## src/rtl/inst_fetch_unit.sv

```systemverilog
// inst_fetch_unit: multi-cycle instruction fetch unit for the RV32E core.
// Holds the architectural PC and fetches one instruction at a time over a
// valid/ready memory interface. The current instruction is held for the
// decode stage until it commits, then the PC moves to pc+4 or to a redirect.
// Optional feature macro: IFU_ALIGN_CHECK_EN
//   defined   -> a misaligned jump target at commit traps into the ERR state
//   undefined -> the low two bits of the jump target are dropped
`timescale 1ns/1ps

module inst_fetch_unit #(
    parameter logic [31:0] RESET_PC = 32'h8000_0000
) (
    input  logic        clk,
    input  logic        rst,
    output logic        mem_req_valid,
    input  logic        mem_req_ready,
    output logic [31:0] mem_req_addr,
    input  logic        mem_rsp_valid,
    input  logic [31:0] mem_rsp_data,
    input  logic        mem_rsp_err,
    output logic        inst_valid,
    input  logic        inst_ready,
    input  logic        jump_en,
    input  logic [31:0] jump_target,
    input  logic        halt,
    output logic [31:0] pc_cur,
    output logic [31:0] inst,
    output logic        ifu_signal
);

    localparam logic [31:0] NOP_INST = 32'h0000_0013;

    typedef enum logic [2:0] {
        BOOT,
        REQ,
        WAIT,
        HOLD,
        HALT,
        ERR
    } state_t;

    state_t state;

`ifndef IFU_ALIGN_CHECK_EN
    // The low target bits are intentionally dropped when alignment is not checked.
    logic unused_target_bits;
    assign unused_target_bits = ^jump_target[1:0];
`endif

    // Handshake and status outputs come from the state register alone, so no
    // input can reach them combinationally.
    assign mem_req_valid = (state == REQ);
    assign inst_valid    = (state == HOLD);
    assign ifu_signal    = (state == ERR);
    assign mem_req_addr  = pc_cur;

    // Fetch sequencer: request, wait for the response, hold until commit.
    always_ff @(posedge clk) begin
        if (rst) begin
            state  <= BOOT;
            pc_cur <= RESET_PC;
            inst   <= NOP_INST;
        end else begin
            case (state)
                BOOT: begin
                    state <= REQ;
                end
                REQ: begin
                    if (mem_req_ready) begin
                        state <= WAIT;
                    end
                end
                WAIT: begin
                    if (mem_rsp_valid) begin
                        if (mem_rsp_err) begin
                            state <= ERR;
                        end else begin
                            inst  <= mem_rsp_data;
                            state <= HOLD;
                        end
                    end
                end
                HOLD: begin
                    if (inst_ready) begin
                        if (halt) begin
                            state <= HALT;
                        end else if (jump_en) begin
`ifdef IFU_ALIGN_CHECK_EN
                            if (jump_target[1:0] != 2'b00) begin
                                state <= ERR;
                            end else begin
                                pc_cur <= jump_target;
                                state  <= REQ;
                            end
`else
                            pc_cur <= {jump_target[31:2], 2'b00};
                            state  <= REQ;
`endif
                        end else begin
                            pc_cur <= pc_cur + 32'd4;
                            state  <= REQ;
                        end
                    end
                end
                HALT: begin
                    state <= HALT;
                end
                ERR: begin
                    state <= ERR;
                end
                default: begin
                    state <= BOOT;
                end
            endcase
        end
    end

endmodule

```

## config.mk

```make
export PLATFORM = sky130hd
export DESIGN_NAME = inst_fetch_unit
export DESIGN_NICKNAME = d
export VERILOG_FILES = /design/src/rtl/inst_fetch_unit.sv
export SDC_FILE = /design/constraint.sdc
export NUM_CORES = 1
export LEC_CHECK = 0
export BUFFER_PORTS_ARGS = -buffer_cell sky130_fd_sc_hd__buf_2
export CAP_MARGIN = 20
export CORE_MARGIN = 10
export CORE_UTILIZATION = 45
export DETAILED_ROUTE_END_ITERATION = 8
export PLACE_DENSITY = 0.78
export SYNTH_ARGS = -nofsm -noshare
export SYNTH_HDL_FRONTEND = slang
export SYNTH_SLANG_ARGS = --single-unit
export TNS_END_PERCENT = 30
```

## constraint.sdc

```tcl
create_clock -name clk -period 2.5 [get_ports clk]
set_input_delay 0.375 -clock clk [delete_from_list [all_inputs] [get_ports clk]]
set_output_delay 0.375 -clock clk [all_outputs]
set_load 0.005 [all_outputs]
```

# Word level (Yosys, flattened, before mapping)
# Index checks and enable logic that the tools add are counted.
dict set report word_totals {
  out_inout_bits 99
  inputBits 72
  word_cells 25
  ff_bits 67
}
dict set report classes {
  eq_ne 8
  n_mux 7
  addsub 1
  bitwise_logic 2
  reduce_logical 4
}
# cell count
set ops {}
lappend ops {{$add 32x3->32 const B} 1}
lappend ops {{$mux 32} 1}
lappend ops {{$pmux 3 s6} 1}
lappend ops {{$mux 3} 5}
lappend ops {{$reduce_and 3->1} 3}
lappend ops {{$eq 3x2->1 const B} 2}
lappend ops {{$eq 3x3->1 const B} 2}
lappend ops {{$ne 2x1->1 const B} 2}
lappend ops {{$eq 3x1->1 const B} 1}
lappend ops {{$logic_not 3->1} 1}
lappend ops {{$ne 2x2->1 const B} 1}
lappend ops {{$not 1->1} 2}

# Depth between registers and ports, before layout
# Gate-level depths: netlist of the first run.
dict set report logic_depth {
  word_depth 3
  ltp_mapped 8
  ltp_nobuf 6
}

# Worst setup path after synthesis of the first run
# Ideal clock, no wire load.
dict set report synth_timing {
  kind {reg2reg}
  startpoint {register pc_cur[2], in the netlist mem_req_addr[2]}
  endpoint {register pc_cur[30], in the netlist mem_req_addr[30]}
  arrival_time_ns 1.812
  stages_incl_launch_ff 7
  path_buffers 0
  setup_time_ns 0.069
  setup_slack_ns 0.619
  path_cell_list {dfxtp_1 -> ha_1 -> nand4_1 -> nor4_4 -> nand4_1 -> mux2_1 -> o21ai_1}
}
dict set report synth_between {
  elab_chain_len 2
}
# element line
set synth_rtl {}
lappend synth_rtl {{start, declared} 26} ;# output logic [31:0] pc_cur,
lappend synth_rtl {{start signal, assigned} 96} ;# pc_cur <= {jump_target[31:2], 2'b00};
lappend synth_rtl {{start signal, assigned} 100} ;# pc_cur <= pc_cur + 32'd4;
lappend synth_rtl {{$add 32x3->32} 100}
lappend synth_rtl {{$mux 32} 87} ;# end else if (jump_en) begin
# No other way between the ends.
# A chain may end at the register's enable or synchronous reset.

# Worst setup path in the final report of the first run
dict set report layout_timing {
  startpoint {register pc_cur[2], in the netlist mem_req_addr[2]}
  endpoint {register pc_cur[28], in the netlist mem_req_addr[28]}
}
# Same word-level chain as after synthesis.

==> impl_metrics.csv, run 1 <==
group,metric,value,unit
drt,drc_errors,0,
grt,globalRouteTotalUtil,17.82,%
die,die_h,109.6,µm
drt,wl_per_cell,15.77,µm
grt,grt_pass1_wl,17550,µm
synthesis,yosysWarnings,0,
synthesis,synth-seq-cells,65,
sta,relSlewSlack,58.91,%
sta,drv_slew,0,
drt,wl_met1,4221,µm
die,initial_core_util,46.49,%
power,clock_power_share,42.3,%
cts,path_clk_slew,0.08,ns
sta,fin_crit_sh,84.95,%
synthesis,yosys-top-cells-count,"nand2_1 (99), dfxtp_1 (65), a21oi_1 (56), buf_4 (36)",
sta,report.final.hold_viol_count,0,
die,rows,32,
setup_path,r2r-start,"mem_req_addr[2]",
synthesis,yosysTopAreaCell,"dfxtp_1",
drt,wl_met3,1607,µm
synthesis,synth_most_common_cell,"nand2_1",
sta,fin_crit,2.124,ns
job,maxCapViolations,0,
power,p_leak,1.988,nW
grt,grt_max_degree,39,
sta,fin_setup_tns,0,ns
synthesis,synth_area_leaders,"dfxtp_1 (36%), nand2_1 (10%), a21oi_1 (7.8%)",
finish,nets,675,
setup_path,critPathKind,"flop to flop",
finish,regArea,1301,µm²
power,p_int,1.624,mW
synthesis,ys_seq_area_share,36.04,%
die,die_w,109.6,µm
finish,fillers,754,
drt,top_layer,"met5",
place,dpl.hpwl,8317,µm
setup_path,startpoint,"mem_req_addr[2]",
setup_path,end_kind,"flop",
sta,skew,0.004597,ns
drt,via_count,3881,
synthesis,syn_area_per_cell,7.476,µm²
sta,finalSetupViolations,0,
status,status,"completed",
sta,fmax,470.9,MHz
setup_path,required,2.71,ns
synthesis,synth_edf_count,0,
place,numPortBuffers,164,
hold_path,min_from,"mem_rsp_data[1]",
drt,dr.pass1.iters,5,
power,power_frac_seq,48.9,%
cts,clk_latency,0.34,ns
drt,drt_iter0_markers,191,
synthesis,synthArstFlopShare,0,%
cts,ctsHoldBuffers,0,
power,power_frac_comb,8.8,%
power,power_switching,0.5598,mW
finish,drive_above_1_share,32.78,%
power,ir_drop,0.0003328,V
synthesis,synth_area,3611,µm²
die,ios,171,
grt,antenna_found_initial,1,
place,gp_congestion,0.8187,
cts,clk_root_buffer_cell,"clkbuf_8",
grt,grt_overflow_total,0,
setup_path,cp_max_fo,10,
drt,route.met2.wl,5214,µm
cts,clockBufferDepth,2,
power,switching_share,25.63,%
drt,vias_per_cell,5.466,
die,floorplan.die_area,12010,µm²
finish,syn2layout_area_growth,23.22,%
finish,multi_input_area,1887,µm²
cts,cts.repair.resized,0,
cts,cts_max_level,3,
synthesis,ys.flop_type,"dfxtp_1",
hold_path,hold_class,"primary input to flop",
cts,cts_inserted_buffers,9,
grt,grt_pass1_vias,3645,
setup_path,worstPathArrival,2.33,ns
sta,whs,0.2404,ns
drt,antenna_left,0,
cts,cts.sink_count,65,
die,core_area,7767,µm²
synthesis,ys_types,62,
finish,final_util,57.28,%
power,power.total,2.184,mW
drt,routed_wl,11200,µm
sta,worstMarginPinSlew,0.6140,ns
synthesis,syn_inst,483,
cts,cts_tree,"done",
synthesis,synth_top_area_share,36.04,%
setup_path,cp-start-kind,"flop",
power,cellPowerDensity,490.9,nW/µm²
cts,postCtsSetupRepairBufs,0,
sta,rsz0062_at_grt,"no",
power groups by stage:
| stage | registers, mW | clock network, mW | logic (mW) |
|---|---|---|---|
| after global placement | 1.09 | 0 | 0.187 |
| after detailed placement | 1.09 | 0 | 0.191 |
| after global routing | 1.07 | 0.990 | 0.215 |
| final | 1.07 | 0.925 | 0.192 |
| after floorplan | 1.08 | 0 | 0.113 |
| after CTS | 1.07 | 0.942 | 0.192 |
sequential cells by signal, summed over array words and instances, names as in the netlist:
register	flops
mem_req_addr	30
state	3
inst	32
cell families (layout without fill, tap and decap cells):
family / count (synthesis) / count (layout) / share of synthesized area [%]
other: 1 / 5 / 0.1039
buffers and inverters: 77 / 198 / 12.02
adders and majority gates: 1 / 1 / 0.3464
DFF: 65 / 65 / 36.04
and+or+nand+nor: 206 / 206 / 28.45
muxes: 3 / 3 / 0.8663
AOI/OAI and AO/OA: 130 / 130 / 22.18
per-layer routing:
layer  vias to the layer above  GRT usage [%]
li1                       1915              -
met1                      1768          19.66
met2                       179          28.96
met3                        17          9.479
met4                         2          5.762
met5                         -              0
worst max-delay path, stage by stage (launching register included):
cell,delay [ns]
dfxtp_1,0.47
ha_1,0.30
nand4_1,0.28
nor4_4,0.28
buf_4,0.21
a2111oi_0,0.10
a31oi_1,0.20
o311ai_0,0.15
per-stage QoR:
| step | cell area [µm²] | std cells | setup WS (ns) |
|---|---|---|---|
| floorplan | 3622 | 486 | 0.6188 |
| global placement | 4242 | 693 | 0.5008 |
| detailed placement | 4242 | 693 | 0.4327 |
| CTS | 4447 | 709 | 0.4133 |
| global route | 4447 | 709 | 0.2776 |
| finish | 4449 | 710 | 0.3763 |
layout by cell type, fill, tap and decap left out, types with 3 or more instances in the layout:
master,count
a211oi_1,3
a21oi_1,56
a22o_1,4
a22oi_1,4
a31oi_1,12
and2_1,3
and3_1,9
buf_2,164
buf_4,10
clkbuf_8,10
conb_1,4
dfxtp_1,65
inv_1,8
nand2_1,99
nand3_1,18
nand3b_1,3
nand4_1,12
nor2_1,26
nor2b_1,3
nor3_1,7
nor4_1,5
o21a_1,4
o21ai_0,17
o31ai_1,7
or3_1,4
path summary, 6_finish.rpt:
path / endpoint / slack (ns) / cells past startpoint
setup reg to reg: mem_req_addr[28] / 0.38 / 7
setup / recovery: mem_req_addr[28] / 0.38 / 7
hold / removal: inst[1] / 0.24 / 3
hold reg to reg: inst[10] / 0.45 / 2
area by class of cell:
class                      count  area share [%]
timing repair buffer         174           20.13
clock inverter                 6           1.519
antenna                        1         0.05624
multi-input combinational    344           42.41
clock buffer                  10           3.093
inverter                       8          0.6749
tap                          102           2.868
sequential                    65           29.25
Power figures use the tool's default switching activity.
==> run 2: changes to the inputs <==
CORE_UTILIZATION = 42   (was 45)
PLACE_DENSITY = 0.76   (was 0.78)
clock period = 1.8 ns   (was 2.5 ns; I/O delays follow)
==> impl_metrics.csv, run 2 (synthesized netlist as in run 1, its figures left out) <==
group,metric,value,unit
hold_path,hold_class,"primary input to flop",
drt,drt_iter0_markers,202,
finish,final_util,58.10,%
hold_path,min_to,"inst[1]",
setup_path,cp_max_fo,5,
sta,drv_slew,0,
hold_path,min_path_cells,3,
finish,final_common_cell,"buf_2",
die,ios,171,
die,die_w,112.7,µm
setup_path,cp_slowest_cell,"nor4_4",
sta,fin_setup_tns,0,ns
sta,whs,0.1226,ns
drt,wl_per_cell,16.07,µm
cts,cts_tree,"done",
setup_path,worst_path_largest_cell_delay,0.43,ns
sta,fmax,567.6,MHz
place,dpl.hpwl,9029,µm
setup_path,critPathKind,"flop to flop",
power,ir_drop,0.0005366,V
setup_path,r2r_cells,5,
setup_path,required,2.02,ns
finish,drive_above_1_share,39.50,%
drt,vias_per_cell,5.350,
drt,drc_errors,0,
job,maxCapViolations,0,
setup_path,r2r-end,"mem_req_addr[29]",
grt,grt_pass1_wl,19280,µm
drt,dr.pass1.iters,5,
cts,cts_max_level,3,
setup_path,regToRegSetupSlack,0.04,ns
setup_path,cp-start-kind,"flop",
drt,via_count,4007,
power,cellPowerDensity,637.3,nW/µm²
drt,routed_wl,12030,µm
sta,skew,0.008745,ns
die,rows,33,
cts,cts_inserted_buffers,9,
finish,nets,711,
cts,ctsHoldBuffers,0,
setup_path,r2r-start,"mem_req_addr[12]",
finish,layout_common_cells,"buf_2 (164), nand2_1 (99), a21oi_1 (56), dfxtp_1 (56), buf_4 (43)",
die,initial_core_util,43.51,%
grt,globalRouteTotalUtil,17.87,%
sta,finalSetupViolations,0,
cts,clockBufferDepth,2,
setup_path,end_kind,"flop",
cts,path_clk_slew,0.08,ns
finish,regMostFlops,"inst",
status,status,"completed",
cts,cts.sink_count,65,
cts,clk_latency,0.35,ns
cts,clk_root_buffer_cell,"clkbuf_8",
grt,grt_overflow_total,0,
power,p_leak,2.226,nW
finish,largest_reg_flops,32,
die,core_area,8299,µm²
sta,fin_crit,1.762,ns
sta,rsz0062_at_grt,"yes",
grt,antenna_found_initial,1,
hold_path,min_from,"mem_rsp_data[1]",
grt,grt_max_degree,47,
drt,antenna_left,0,
power,power.total,3.073,mW
setup_path,path_cells,"nand4_1, nor4_4, nand3_2, o211ai_2, or3b_4",
die,floorplan.die_area,12710,µm²
sta,fin_crit_sh,97.87,%
setup_path,worstPathArrival,1.98,ns
die,die_h,112.7,µm
finish,syn2layout_area_growth,33.54,%
place,gp_congestion,0.8454,
sta,report.final.hold_viol_count,0,
place,numPortBuffers,164,
grt,grt_pass1_vias,3985,
[run 2: cell types whose count changed in the layout (fill, tap and decap cells not counted), moves of 2 or more]
cell     before  now
buf_4        10   43
dfxtp_1      65   56
dfxtp_2       0    9
buf_12        0    3
nor2_1       26   23
nor2_2        0    3
inv_6         0    2
nor4_1        5    3
[run 2: worst max-delay path by stage]
stage	slack, ns	startpoint	end
detailed placement	0.02	mem_req_addr[17]	mem_req_addr[24]
global route	-0.06	mem_req_addr[12]	mem_req_addr[29]
floorplan	0.007	mem_req_addr[2]	mem_req_addr[30]
global placement	0.06	mem_req_addr[2]	mem_req_addr[24]
finish	0.04	mem_req_addr[12]	mem_req_addr[29]
CTS	-0.002	mem_req_addr[12]	mem_req_addr[29]
[run 2: stage by stage]
stage               instances  cell area (µm²)  worst slack [ns]
detailed placement        728             4526           0.01504
global placement          728             4526           0.05964
global route              748             4820          -0.05508
finish                    749             4822           0.03832
floorplan                 486             3625          0.006738
CTS                       744             4736         -0.001933
[run 2: report_power, final]
group,switching [mW],internal [mW]
logic,0.165,0.140
clock network,0.637,0.662
registers,0.0129,1.46
[run 2: layer usage]
layer	global-route usage, %	vias up	part of all wire (%)	routed length [µm]
met3	10.78	9	14	1679
li1	-	1982	-	-
met4	5.330	0	0.59	71
met2	28.84	188	48	5800
met1	19.19	1828	37	4483
met5	0	-	0	0
[run 2: final cells by class]
class                      count  area, µm²
clock buffer                  10      127.6
tap                          105      131.4
timing repair buffer         210       1204
inverter                       8      30.03
clock inverter                 6      75.07
sequential                    65       1313
multi-input combinational    344       1939
antenna                        1      2.502
fill                         792       3477
[run 2: timing repair]
action	CTS	global route
gates resized for setup	2	19
setup buffers	0	4
endpoints found under the setup margin	5	14
pin swaps	0	6
[run 2: worst max-delay path: cells and delay by family, from the launching register on]
| family | cells | cell delay (ns) |
|---|---|---|
| AND/OR/NAND/NOR | 4 | 1.13 |
| AO/OA/AOI/OAI | 1 | 0.15 |
| flip-flops | 1 | 0.36 |
==> run 3: changes to the inputs <==
PLACE_DENSITY = default   (was 0.76)
PLACE_DENSITY_LB_ADDON = 0.15   (was default)
==> impl_metrics.csv, run 3 (synthesized netlist as in run 1, its figures left out) <==
group,metric,value,unit
place,place_area,4536,µm²
hold_path,min_from,"mem_rsp_data[0]",
finish,regMostFlops,"inst",
drt,antenna_left,0,
finish,n_antenna_cell,0,
finish,fin_area,4875,µm²
place,numPortBuffers,164,
sta,whs,0.1288,ns
drt,vias_per_cell,5.336,
cts,cts_tree,"done",
die,ios,171,
grt,antenna_found_initial,0,
die,die_h,112.7,µm
cts,cts_inserted_buffers,9,
setup_path,required,2.08,ns
grt,grt_max_degree,34,
setup_path,r2r-end,"mem_req_addr[30]",
setup_path,worstPathArrival,2.07,ns
sta,skew,0.009887,ns
grt,grt_pass1_wl,19190,µm
drt,via_count,4007,
power,power_frac_comb,10.0,%
hold_path,min_to,"inst[0]",
grt,grt_overflow_total,0,
finish,nets,714,
sta,fin_crit_sh,99.17,%
power,power_frac_seq,48.3,%
power,p_int,2.250,mW
sta,finalSetupViolations,0,
place,dpl.hpwl,8691,µm
power,cellPowerDensity,624.8,nW/µm²
sta,fmax,560.2,MHz
setup_path,cp_max_fo,4,
setup_path,end_kind,"flop",
power,ir_drop,0.0004741,V
power,p_leak,2.255,nW
finish,largest_reg_flops,32,
sta,rsz0062_at_grt,"yes",
grt,globalRouteTotalUtil,17.67,%
power,clock_power_share,41.7,%
finish,layout_common_cells,"buf_2 (164), nand2_1 (99), dfxtp_1 (56)",
cts,clockBufferDepth,2,
setup_path,r2r_cells,7,
setup_path,startpoint,"mem_req_addr[2]",
power,power.total,3.046,mW
power,power_switching,0.7958,mW
sta,layout_setup_ws,0.01495,ns
hold_path,hold_class,"primary input to flop",
drt,wl_per_cell,15.56,µm
die,initial_core_util,43.51,%
place,gp_congestion,0.8053,
finish,syn2layout_area_growth,35.00,%
cts,cts.sink_count,65,
job,maxCapViolations,0,
status,status,"completed",
finish,final_common_cell,"buf_2",
setup_path,cp-start-kind,"flop",
sta,drv_slew,0,
place,post-place-ws,-0.008300,ns
grt,grt_pass1_vias,4045,
setup_path,regToRegSetupSlack,0.01,ns
drt,drc_errors,0,
setup_path,critPathKind,"flop to flop",
die,floorplan.die_area,12710,µm²
die,die_w,112.7,µm
cts,clk_root_buffer_cell,"clkbuf_8",
die,core_area,8299,µm²
power,switching_share,26.13,%
hold_path,min_path_cells,3,
setup_path,r2r-start,"mem_req_addr[2]",
cts,clk_latency,0.34,ns
cts,path_clk_slew,0.08,ns
cts,ctsHoldBuffers,0,
cts,cts_max_level,3,
sta,report.final.hold_viol_count,0,
drt,drt_iter0_markers,168,
die,rows,33,
drt,routed_wl,11690,µm
finish,drive_above_1_share,39.47,%
drt,dr.pass1.iters,4,
finish,fillers,824,
sta,fin_crit,1.785,ns
run 3: layout make-up:
cell class | count | area [µm²] | share of cell area, %
Multi-Input combinational cell | 344 | 1948 | 39.96
Sequential cell | 65 | 1313 | 26.93
Timing Repair Buffer | 213 | 1251 | 25.67
Tap cell | 105 | 131.4 | 2.695
Clock buffer | 9 | 123.9 | 2.541
Clock inverter | 7 | 77.57 | 1.591
Inverter | 8 | 30.03 | 0.6160
run 3: layer usage:
metal | part of all wire, % | up-vias | global-route usage (%)
li1 | - | 1987 | -
met1 | 39 | 1849 | 19.64
met2 | 47 | 156 | 28.57
met3 | 13 | 15 | 9.139
met4 | 1.3 | 0 | 5.838
met5 | 0 | - | 0
run 3: critical path: stages (launching register included):
cell and delay [ns]:
dfxtp_2 0.36, ha_4 0.13, nand4_1 0.20, nor4_4 0.38
buf_4 0.17, nand4_1 0.10, mux2_1 0.32, o21ai_1 0.07
run 3: worst max path at each step:
stage | end | slack [ns] | cells after the start
detailed placement | mem_req_addr[23] | -0.008 | 5
floorplan | mem_req_addr[30] | 0.007 | 6
global placement | mem_req_addr[31] | 0.02 | 5
finish | mem_req_addr[30] | 0.01 | 7
CTS | mem_req_addr[29] | 0.02 | 6
global route | mem_req_addr[30] | -0.06 | 7
run 3: repair_timing:
item,CTS,global route
pin swaps,2,9
hold endpoints to repair,0,0
gates resized for setup,2,21
setup buffers,2,7
cloned,0,0
endpoints found under the setup margin,3,19
run 3: stage by stage:
| stage | TNS, ns | utilization, % | instances |
|---|---|---|---|
| 6_report | 0 | 58.74 | 751 |
| 2_1_floorplan | 0 | - | 486 |
| 5_1_grt | -0.2231 | 58.74 | 751 |
| 3_5_place_dp | -0.008300 | 54.65 | 726 |
| 3_3_place_gp | 0 | 54.65 | 726 |
| 4_1_cts | 0 | 57.29 | 744 |
run 3: power groups by stage:
| stage | logic [mW] | registers, mW | clock network [mW] |
|---|---|---|---|
| after CTS | 0.306 | 1.47 | 1.30 |
| final | 0.305 | 1.47 | 1.27 |
| after global routing | 0.346 | 1.47 | 1.38 |
| after floorplan | 0.157 | 1.51 | 0 |
| after detailed placement | 0.305 | 1.50 | 0 |
| after global placement | 0.302 | 1.50 | 0 |
